File: src/rtl/fismos_mem_bus_ctrl.sv
// fismos_mem_bus_ctrl: PicoRV32 native-bus sequencer that routes each request to
// exactly one of RAM / IO / AXI shared memory, returns a registered response,
// and answers unmapped or hung accesses with a bus error.
module fismos_mem_bus_ctrl #(
    parameter logic [31:0] RAM_BASE  = 32'h0000_0000,
    parameter logic [31:0] RAM_MASK  = 32'hFFFF_0000,
    parameter logic [31:0] IO_BASE   = 32'h1000_0000,
    parameter logic [31:0] IO_MASK   = 32'hFFFF_FFF0,
    parameter logic [31:0] SHM_BASE  = 32'h2000_0000,
    parameter logic [31:0] SHM_MASK  = 32'hFFFF_0000,
    parameter int unsigned TIMEOUT   = 16,
    parameter logic [31:0] ERR_RDATA = 32'hDEAD_BEEF
) (
    input  logic        clk,
    input  logic        reset,
    input  logic        mem_valid,
    input  logic        mem_instr,
    input  logic [31:0] mem_addr,
    input  logic [31:0] mem_wdata,
    input  logic [3:0]  mem_wstrb,
    output logic        mem_ready,
    output logic [31:0] mem_rdata,
    output logic [31:0] s_addr,
    output logic [31:0] s_wdata,
    output logic [3:0]  s_wstrb,
    output logic        ram_valid,
    output logic        io_valid,
    output logic        shm_valid,
    input  logic        ram_ready,
    input  logic        io_ready,
    input  logic        shm_ready,
    input  logic [31:0] ram_rdata,
    input  logic [31:0] io_rdata,
    input  logic [31:0] shm_rdata,
    output logic        bus_err,
    output logic [31:0] err_addr,
    output logic [1:0]  err_cause,
    output logic [7:0]  err_count
);

    localparam int unsigned CNT_W = (TIMEOUT > 1) ? $clog2(TIMEOUT) : 1;
    localparam logic [1:0] CAUSE_UNMAPPED = 2'd1;
    localparam logic [1:0] CAUSE_TIMEOUT  = 2'd2;

    typedef enum logic [1:0] {IDLE, ACCESS, RESP, ERR} state_t;

    state_t           state_q, state_d;
    logic [2:0]       sel_q;          // one-hot {shm, io, ram}
    logic [2:0]       sel_dec;
    logic [CNT_W-1:0] wait_q;
    logic             ram_hit, io_hit, shm_hit;
    logic             sel_ready;
    logic [31:0]      sel_rdata;
    logic             timeout_hit;
    logic             unused_instr;

    // Fetch flag is carried by the core but plays no part in routing
    assign unused_instr = mem_instr;

    // Slave-side address/data are shared wires; only valid is gated
    assign s_addr  = mem_addr;
    assign s_wdata = mem_wdata;
    assign s_wstrb = mem_wstrb;

    // Region decode with RAM > IO > SHM priority on overlap
    always_comb begin
        ram_hit = (mem_addr & RAM_MASK) == RAM_BASE;
        io_hit  = (mem_addr & IO_MASK)  == IO_BASE;
        shm_hit = (mem_addr & SHM_MASK) == SHM_BASE;
        sel_dec = 3'b000;
        if (ram_hit)      sel_dec = 3'b001;
        else if (io_hit)  sel_dec = 3'b010;
        else if (shm_hit) sel_dec = 3'b100;
    end

    // Completion and read data of the selected slave only
    always_comb begin
        sel_ready = |(sel_q & {shm_ready, io_ready, ram_ready});
        sel_rdata = 32'h0;
        unique case (1'b1)
            sel_q[0]: sel_rdata = ram_rdata;
            sel_q[1]: sel_rdata = io_rdata;
            sel_q[2]: sel_rdata = shm_rdata;
            default:  sel_rdata = 32'h0;
        endcase
        timeout_hit = (TIMEOUT != 0) && (wait_q == CNT_W'(TIMEOUT - 1));
    end

    // State register
    always_ff @(posedge clk or posedge reset) begin
        if (reset) state_q <= IDLE;
        else       state_q <= state_d;
    end

    // Next-state logic
    always_comb begin
        state_d = state_q;
        unique case (state_q)
            IDLE: begin
                if (mem_valid) state_d = (sel_dec != 3'b000) ? ACCESS : ERR;
            end
            ACCESS: begin
                if (!mem_valid)       state_d = IDLE;
                else if (sel_ready)   state_d = RESP;
                else if (timeout_hit) state_d = ERR;
            end
            RESP:    state_d = IDLE;
            ERR:     state_d = IDLE;
            default: state_d = IDLE;
        endcase
    end

    // Outputs decoded from state: gated slave valids, response and error strobes
    always_comb begin
        ram_valid = 1'b0;
        io_valid  = 1'b0;
        shm_valid = 1'b0;
        mem_ready = 1'b0;
        bus_err   = 1'b0;
        unique case (state_q)
            ACCESS: begin
                ram_valid = mem_valid & sel_q[0];
                io_valid  = mem_valid & sel_q[1];
                shm_valid = mem_valid & sel_q[2];
            end
            RESP: mem_ready = 1'b1;
            ERR: begin
                mem_ready = 1'b1;
                bus_err   = 1'b1;
            end
            default: ;
        endcase
    end

    // Slave select latch and ACCESS wait counter
    always_ff @(posedge clk or posedge reset) begin
        if (reset) begin
            sel_q  <= 3'b000;
            wait_q <= '0;
        end else if (state_q == IDLE && mem_valid) begin
            sel_q  <= sel_dec;
            wait_q <= '0;
        end else if (state_q == ACCESS) begin
            wait_q <= wait_q + CNT_W'(1);
        end
    end

    // Response data and error log, loaded on entry to RESP/ERR so they are valid with mem_ready
    always_ff @(posedge clk or posedge reset) begin
        if (reset) begin
            mem_rdata <= 32'h0;
            err_addr  <= 32'h0;
            err_cause <= 2'd0;
            err_count <= 8'd0;
        end else if (state_d == ERR) begin
            mem_rdata <= ERR_RDATA;
            err_addr  <= mem_addr;
            err_cause <= (state_q == IDLE) ? CAUSE_UNMAPPED : CAUSE_TIMEOUT;
            if (err_count != 8'hFF) err_count <= err_count + 8'd1;
        end else if (state_q == ACCESS && state_d == RESP) begin
            mem_rdata <= sel_rdata;
        end
    end

endmodule

File: config.mk
export PLATFORM = sky130hd
export DESIGN_NAME = fismos_mem_bus_ctrl
export DESIGN_NICKNAME = d
export VERILOG_FILES = /design/src/rtl/fismos_mem_bus_ctrl.sv
export SDC_FILE = /design/constraint.sdc
export NUM_CORES = 1
export LEC_CHECK = 0
export BUFFER_PORTS_ARGS = -buffer_cell sky130_fd_sc_hd__buf_2
export CAP_MARGIN = 20
export CORE_AREA = 2 2 122 124
export DETAILED_ROUTE_END_ITERATION = 8
export DIE_AREA = 0 0 124 126
export GPL_TIMING_DRIVEN = 0
export HOLD_SLACK_MARGIN = 0.1
export PLACE_DENSITY_LB_ADDON = 0.2
export SLEW_MARGIN = 20
export SYNTH_ARGS = -nofsm -noshare
export SYNTH_HDL_FRONTEND = slang
export SYNTH_SLANG_ARGS = --single-unit
File: constraint.sdc
create_clock -name clk -period 7.7 [get_ports clk]
set_input_delay 1.54 -clock clk [delete_from_list [all_inputs] [get_ports clk]]
set_output_delay 1.54 -clock clk [all_outputs]
set_load 0.02 [all_outputs]
# == After elaboration in Yosys (flattened, before gate mapping) ==
# Cells that the tools add are included.
# totals
reg_bits,83
output_inout_bits,147
input_bits,171
# op_classes
n_addsub,2
bitwise,4
eq_ne,9
mux,20
n_reduce_logical,10
# op_table
cell,count
case mux 32 bit (3 select lines),1
2-to-1 mux 32 bit,2
zero test 32 bit,1
"equality test 28 x 25 -> 1 bit, second input constant",1
"equality test 16 x 14 -> 1 bit, second input constant",1
2-to-1 mux 2 bit,6
2-to-1 mux 3 bit,3
"adder 8 x 1 -> 8 bit, second input constant",1
"equality test 2 bit, second input constant",4
2-to-1 mux 4 bit,2
"inequality test 8 bit, second input constant",1
case mux 2 bit (3 select lines),1
2-to-1 mux 1 bit,5
"adder 4 x 1 -> 4 bit, second input constant",1
"equality test 4 bit, second input constant",1
nonzero test 2 bit,2
bitwise AND 1 bit,3
bitwise AND 3 bit,1
nonzero test 3 bit,1
OR reduction 3 bit,1
"equality test 2 x 1 -> 1 bit, second input constant",1
logical AND 1 bit,2
zero test 2 bit,1
AND reduction 2 bit,1
OR reduction 2 bit,1

# == Logic depth before layout (Yosys ltp) ==
# Gate-level depths: netlist of run 1.
# logic_depth
depth_word,12
ltp_mapped,9

# == Worst setup path before layout of run 1 ==
# OpenSTA, ideal clock, no wires.
# synth_timing
kind,in2reg
start,input mem_addr[17]
end,register err_addr[10]
path_stages,8
setup_ns,0.125
arrival_ns,3.210
required_ns,7.575
path_slack_ns,4.365
n_path_buf,3
path_cell_list,nor4_1 -> nand4_1 -> a221o_1 -> buf_2 -> and2_1 -> buf_6 -> buf_6 -> mux2_4
# synth_between
elab_chain_cells,9
word_cells_on_any_way,11
# synth_lines
element,line_no,source
start: declaration,18,"input logic [31:0] mem_addr,"
equality test 16 x 14 -> 1 bit,69,shm_hit = (mem_addr & SHM_MASK) == SHM_BASE;
2-to-1 mux 3 bit,73,else if (shm_hit) sel_dec = 3'b100;
2-to-1 mux 3 bit,72,else if (io_hit) sel_dec = 3'b010;
2-to-1 mux 3 bit *,71,if (ram_hit) sel_dec = 3'b001;
nonzero test 3 bit *,100,if (mem_valid) state_d = (sel_dec != 3'b000) ? ACCESS : ERR;
2-to-1 mux 2 bit * (2 in a row),100,
case mux 2 bit (3 select lines) *,98,unique case (state_q)
equality test 2 bit *,155,end else if (state_d == ERR) begin
end signal: assignment,157,err_addr <= mem_addr;
end: declaration,36,"output logic [31:0] err_addr,"
# Mark *: on every way between the ends. The rest lies on a longest branch, timed or not.
# A chain may end at the register's enable or synchronous reset.

# == Worst setup path in the final report of run 1 ==
# layout_timing
start,input mem_valid
end,output io_valid
# layout_between
elab_chain_cells,2
# layout_lines
element,line_no,source
start: declaration,16,"input logic mem_valid,"
bitwise AND 1 bit,123,io_valid = mem_valid & sel_q[1];
2-to-1 mux 1 bit,120,unique case (state_q)
end: declaration,27,"output logic io_valid,"
# Every way passes these cells.

==> metrics.txt, run 1 <==
outcome=completed; clock tree from TritonCTS=built; initial core utilization=30.4%; horizontal extent of the die=124 µm; Syn-to-layout area delta=45.7%; Final Total Pwr=0.00183 W; number of vias per cell after detailed routing=slightly below 5; top-area cell type share of the netlist area=47.7%; number of distinct library cells after synthesis=38; Avg Synthesized Cell Area=11.3 µm²; Clk Latency, worst-skew pair=340 ps; ANT nets after route=0; register area share after synthesis=47.7%; via count of the first global-routing pass=4118; fraction of synthesis flops using an asynchronous set or reset pin=100%; Std-Cell Rows=44; number of I/O port buffers=280; standard cell core area=approximately 0.014 mm²; number of buffers on the longest clock path=2; post-place setup slack=about 3800 ps; mean routed wirelength per cell=around 17 µm; Routed Wire Length=~15000 µm; DRC errors left=0; number of violations reported at the end of detailed-routing iteration 0=287; number of antenna violations at the first check in global routing=1; Critical Setup Path Class=in2out; share of post-route cells with drive strength above 1=approximately three fifths; most area-hungry cell type in the Yosys netlist=dfrtp_1; count of vias placed by the detailed router=around 4200; FF-to-FF setup slack=between 5000 and 6000 ps; Worst path slowest cell=buf_2; post-route clock skew=5.44 ps; Final Hold Violating Endpoints=0; Clock Sink Count=83; Detailed Place HPWL=11500 µm; CTS root buf=clkbuf_16; maximum clock frequency=roughly 280 MHz; Peak VDD IR=roughly 0.12 mV; CP Data Required Time=a little over 6000 ps; most frequent cell after synthesis=dfrtp_1; wire length of the first global-routing pass=21400 µm; largest delay contributor family on the critical path=buffers and inverters; final critical-path required period=3590 ps; number of buffers added by the clock tree synthesis step=9; worst-path maximum fanout=7; syn nets=560; post-synthesis sequential element count=83; Final Wtd Congestion=0.827; Initial DRT Pass Iterations=5; die height=~130 µm; gate count of the mapped netlist=approximately 390; post-synthesis cell area=0.00436 mm²; Most used DFF post-synth=dfrtp_1; Worst setup SP type=input pin; leakage power=3.22 nW; final setup violation count=0; final worst-path setup slack=4110 ps; number of buffers and inverters on the critical path=2; final cycle utilization of the critical path=46.7%; final setup TNS=0 ps; ports placed on the boundary=318; overall global routing resource usage=18.0%; number of levels the H-tree was split into=3; most instantiated cells after synthesis=83 x dfrtp_1, 68 x buf_4, 33 x a222oi_1; Die Outline Area=0.0156 mm²; ranking of synthesized cells by area=dfrtp_1 48%, buf_4 12%, mux2_4 9.7%, a222oi_1 7.6%, a31oi_1 3.4%; global route overflow=0; Worst Tran Pin Value=781 ps; max capacitance violation total=0; relative max-transition margin=a little under half; Worst setup EP type=output port; unrepaired setup endpoints after global routing=false; power density over the cells=288 mW/mm²; cell occurring most often along the worst timing path=buf_2; YS warnings=0; pins over their slew limit=0; buffer count from post-CTS setup fixing=0; class of the tightest hold or removal check=reg2reg; cts-stage hold buffer count=0; maximum number of pins on one net before global-route repair=50; number of nets at the end of the flow=852; critical path data arrival time=2050 ps; count of flip-flops with a built-in enable after synthesis=0; max incr delay on CP=190 ps; clock transition time at the flip-flop clock pins of the worst setup and hold paths=around 60 ps; post_cts resized=0; Cell Chain, Critical Path=buf_2 > and3_1 > buf_2
metal layers:
| metal | GRT usage, % | vias to the layer above | wire [µm] |
|---|---|---|---|
| met1 | 21.7 | 2003 | 5690 |
| met4 | 6.48 | 0 | 189 |
| met3 | 4.94 | 12 | 1610 |
| li1 | - | 1963 | - |
| met2 | 30.5 | 260 | 7260 |
| met5 | 0 | - | 0 |
through the flow:
stage | hold WS, ps | instances | area [µm²] | utilization (%)
global placement | 473 | 851 | 5990 | 41.8
finish | 487 | 869 | 6350 | 44.3
detailed placement | 479 | 852 | 6020 | 42.0
global route | 506 | 868 | 6340 | 44.3
floorplan | 492 | 387 | 4360 | -
CTS | 492 | 868 | 6340 | 44.3
layout make-up:
type | count | area, µm²
Clock buffer | 11 | 253
Clock inverter | 5 | 75.1
Buffer | 96 | 649
Inverter | 5 | 21.3
Antenna cell | 1 | 2.50
Fill cell | 1399 | 7970
Tap cell | 184 | 230
Sequential cell | 83 | 2080
Multi-Input combinational cell | 203 | 1610
Timing Repair Buffer | 281 | 1430
sequential cells by signal, summed over array words and instances (netlist names):
register   flops
err_cause      2
state_q        2
err_addr      32
sel_q          3
wait_q         4
err_count      8
mem_rdata     32
power breakdown:
part | internal, W | switching [W]
logic | 0.000297 | 0.000387
registers | 0.000577 | 0.0000899
clock network | 0.000300 | 0.000175
logic make-up after synthesis:
kind of cell    Yosys count  share of synthesized area, %
fa+ha+maj                 2                         0.574
xor+xnor                  6                          1.21
flops                    83                          47.7
simple gates             72                          8.07
buf+inv                 101                          15.3
mux                      35                          11.5
compound gates           88                          15.7
worst paths after layout:
| check | from | end | cells after the start |
|---|---|---|---|
| setup / recovery | mem_valid | io_valid | 3 |
| hold / removal | mem_rdata[17]$_DFFE_PP0P_ | mem_rdata[17]$_DFFE_PP0P_ | 1 |
| setup reg to reg | sel_q[1]$_DFFE_PP0P_ | err_addr[20]$_DFFE_PP0P_ | 8 |
| hold reg to reg | mem_rdata[17]$_DFFE_PP0P_ | mem_rdata[17]$_DFFE_PP0P_ | 1 |
| max in group asynchronous | reset | wait_q[1]$_DFFE_PP0P_ | 3 |
| min in group asynchronous | reset | err_addr[22]$_DFFE_PP0P_ | 2 |
placed cells by master, fill, tap and decap left out, types with 2 or more instances in the layout:
cell type and instances:
buf_2 283, mux2_2 7, a21oi_1 4, inv_1 4
nand3_1 8, a222oi_1 33, o21ai_0 10, and3_1 5
ha_1 2, bufinv_16 2, nand2_1 8, buf_6 4
nor4_1 5, dfrtp_1 83, o21a_1 8, a31oi_1 24
clkbuf_16 9, clkinv_2 3, clkbuf_1 21, clkbuf_8 2
and2_1 4, xnor2_1 5, nor2_1 29, nand4_1 4
nor3_1 3, a22o_1 2, mux2_4 28, buf_4 68
(Power assumes the default switching activity.)
==> run 2, diff against run 1 <==
--- a/config.mk
+++ b/config.mk
@@ -5,11 +5,12 @@
 export SDC_FILE = /design/constraint.sdc
 export NUM_CORES = 1
 export LEC_CHECK = 0
+export ABC_AREA = 1
 export BUFFER_PORTS_ARGS = -buffer_cell sky130_fd_sc_hd__buf_2
 export CAP_MARGIN = 20
-export CORE_AREA = 2 2 122 124
+export CORE_AREA = 2 2 125 127
 export DETAILED_ROUTE_END_ITERATION = 8
-export DIE_AREA = 0 0 124 126
+export DIE_AREA = 0 0 127 129
 export GPL_TIMING_DRIVEN = 0
 export HOLD_SLACK_MARGIN = 0.1
 export PLACE_DENSITY_LB_ADDON = 0.2
==> constraint.sdc (replaced) <==
create_clock -name clk -period 3.2 [get_ports clk]
set_input_delay 0.64 -clock clk [delete_from_list [all_inputs] [get_ports clk]]
set_output_delay 0.64 -clock clk [all_outputs]
set_load 0.02 [all_outputs]
==> metrics.txt, run 2 <==
outcome=completed; clock transition time at the flip-flop clock pins of the worst setup and hold paths=roughly 70 ps; ports placed on the boundary=318; max capacitance violation total=0; Final Wtd Congestion=roughly 0.77; Avg Synthesized Cell Area=7.49 µm²; cell occurring most often along the worst timing path=clkbuf_1; count of vias placed by the detailed router=4990; initial core utilization=32.1%; wire length of the first global-routing pass=23200 µm; buffer count from post-CTS setup fixing=0; Critical Setup Path Class=reg2out; final setup violation count=0; cts-stage hold buffer count=0; most area-hungry cell type in the Yosys netlist=dfrtp_1; Syn-to-layout area delta=41.0%; die height=129 µm; power density over the cells=782 mW/mm²; CTS root buf=clkbuf_16; clock tree from TritonCTS=built; most frequent standard cell in the layout excluding fill and tap cells=buf_2; number of buffers and inverters on the critical path=4; worst hold margin=320 ps; Die Outline Area=0.0164 mm²; number of distinct library cells after synthesis=28; leakage power=3.94 nW; horizontal extent of the die=approximately 130 µm; Cell Chain, Critical Path=clkbuf_1 > clkbuf_1 > inv_1 > nor2_1 > buf_2; commonest non-fill, non-tap cells in the layout=287 x buf_2, 258 x nand2_1, 83 x dfrtp_1, 72 x buf_4, 58 x nand3_1; ranking of synthesized cells by area=dfrtp_1 43%, nand2_1 20%, buf_4 11%, nand3_1 6.0%, o21ai_0 2.9%; pins over their slew limit=0; final critical-path required period=2620 ps; largest delay contributor family on the critical path=buffers and inverters; via count of the first global-routing pass=between 4000 and 5000; largest registers=err_addr x32, mem_rdata x32, err_count x8; number of vias per cell after detailed routing=4.43; Worst Tran Pin Value=between 600 and 700 ps; Clk Latency, worst-skew pair=roughly 340 ps; post-route design area=0.00677 mm²; number of I/O port buffers=280; Initial DRT Pass Iterations=5; share of post-route cells with drive strength above 1=42.4%; most instantiated cells after synthesis=258 x nand2_1, 83 x dfrtp_1, 72 x buf_4; Final Hold Violating Endpoints=0; number of violations reported at the end of detailed-routing iteration 0=220; gate count of the mapped netlist=641; worst-path maximum fanout=10; ANT nets after route=0; syn nets=814; ant diodes=0; Routed Wire Length=15100 µm; final cycle utilization of the critical path=roughly 80%; maximum number of pins on one net before global-route repair=51; Worst setup EP type=output port; most frequent cell after synthesis=nand2_1; number of buffers added by the clock tree synthesis step=9; unrepaired setup endpoints after global routing=false; Detailed Place HPWL=11700 µm; global route overflow=0; overall global routing resource usage=18.2%; max incr delay on CP=450 ps; Clock Sink Count=83; post-layout util=45.2%; placed cell areas=about 0.0065 mm²; maximum clock frequency=382 MHz; Worst setup SP type=flip-flop; register area share after synthesis=43.3%; Most used DFF post-synth=dfrtp_1; number of antenna violations at the first check in global routing=0; DRC errors left=0; number of levels the H-tree was split into=3; post_cts resized=0; relative max-transition margin=59.4%; Peak VDD IR=0.307 mV; number of placed instances, taps included=1110; post-route clock skew=~6.6 ps; mean routed wirelength per cell=roughly 13 µm; class of the tightest hold or removal check=in2async; number of buffers on the longest clock path=2; critical path data arrival time=slightly below 2000 ps; top-area cell type share of the netlist area=between 40% and 50%; Std-Cell Rows=45; number of standard cells in the final layout excluding fillers=1126; CP Data Required Time=between 2000 and 3000 ps; Worst path slowest cell=clkbuf_1; number of nets at the end of the flow=1106; standard cell core area=around 0.015 mm²; YS warnings=0; post-synthesis cell area=0.00480 mm²; post-synthesis sequential element count=83; fraction of synthesis flops using an asynchronous set or reset pin=100%; count of flip-flops with a built-in enable after synthesis=0
[run 2: cell count changes after synthesis, sizes merged, moves of 8 or more]
| cell | previous run | this run |
|---|---|---|
| buf | 75 | 87 |
| a31oi | 24 | 0 |
| mux2 | 35 | 0 |
| inv | 5 | 36 |
| nand3 | 8 | 60 |
| o21a | 8 | 0 |
| o21ai | 11 | 50 |
| nand2 | 8 | 261 |
| clkbuf | 21 | 13 |
| a222oi | 33 | 0 |
[run 2: path summary, 6_finish.rpt]
kind | start | to | slack (ps) | cells after the start
min in group clk | err_addr[20]$_DFFE_PP0P_ | err_addr[20]$_DFFE_PP0P_ | 460 | 2
max in group asynchronous | reset | err_count[3]$_DFFE_PP0P_ | 2270 | 3
worst min register to register | err_addr[20]$_DFFE_PP0P_ | err_addr[20]$_DFFE_PP0P_ | 460 | 2
worst max register to register | state_q[1]$_DFF_PP0_ | err_count[7]$_DFFE_PP0P_ | 1390 | 9
worst min-delay path | reset | err_addr[10]$_DFFE_PP0P_ | 320 | 2
worst max-delay path | sel_q[1]$_DFFE_PP0P_ | io_valid | 580 | 5
[run 2: metrics by stage]
stage                     worst slack [ps]  setup TNS, ps  total power, W
after CTS                              492              0         0.00538
after floorplan                        423              0         0.00335
after detailed placement               881              0         0.00429
after global routing                   365              0         0.00572
final                                  583              0         0.00530
after global placement                -782         -64520         0.00426
[run 2: area by class of cell]
type | count | area [µm²]
fillers | 1610 | 8200
clock buffers | 11 | 243
flip-flops and latches | 83 | 2080
clock inverters | 5 | 61.3
well taps | 188 | 235
multi-input cells | 422 | 1870
plain buffers | 100 | 716
inverters | 36 | 138
repair buffers | 281 | 1430
[run 2: logic make-up (layout without fill, tap and decap cells)]
logic type | Yosys count | after routing | share of synthesized area [%]
AOI/OAI and AO/OA | 55 | 55 | 6.23
xor gates and xnor gates | 6 | 6 | 1.09
adders and majority gates | 2 | 2 | 0.521
buffers and inverters | 136 | 433 | 17.7
DFF | 83 | 83 | 43.3
and+or+nand+nor | 359 | 359 | 31.2
[run 2: power breakdown]
| part | internal [W] | switching, W |
|---|---|---|
| Combinational | 0.000873 | 0.00164 |
| Clock | 0.000631 | 0.000437 |
| Sequential | 0.00148 | 0.000240 |
[run 2: routing by layer]
metal / vias to the layer above / part of all wire [%] / global-route usage [%] / wire, µm
met3: 10 / 5.7 / 4.41 / 853
met5: - / 0 / 0 / 0
met4: 0 / 1.0 / 3.75 / 153
met1: 2254 / 44 / 23.8 / 6560
met2: 185 / 50 / 31.0 / 7490
li1: 2541 / - / - / -
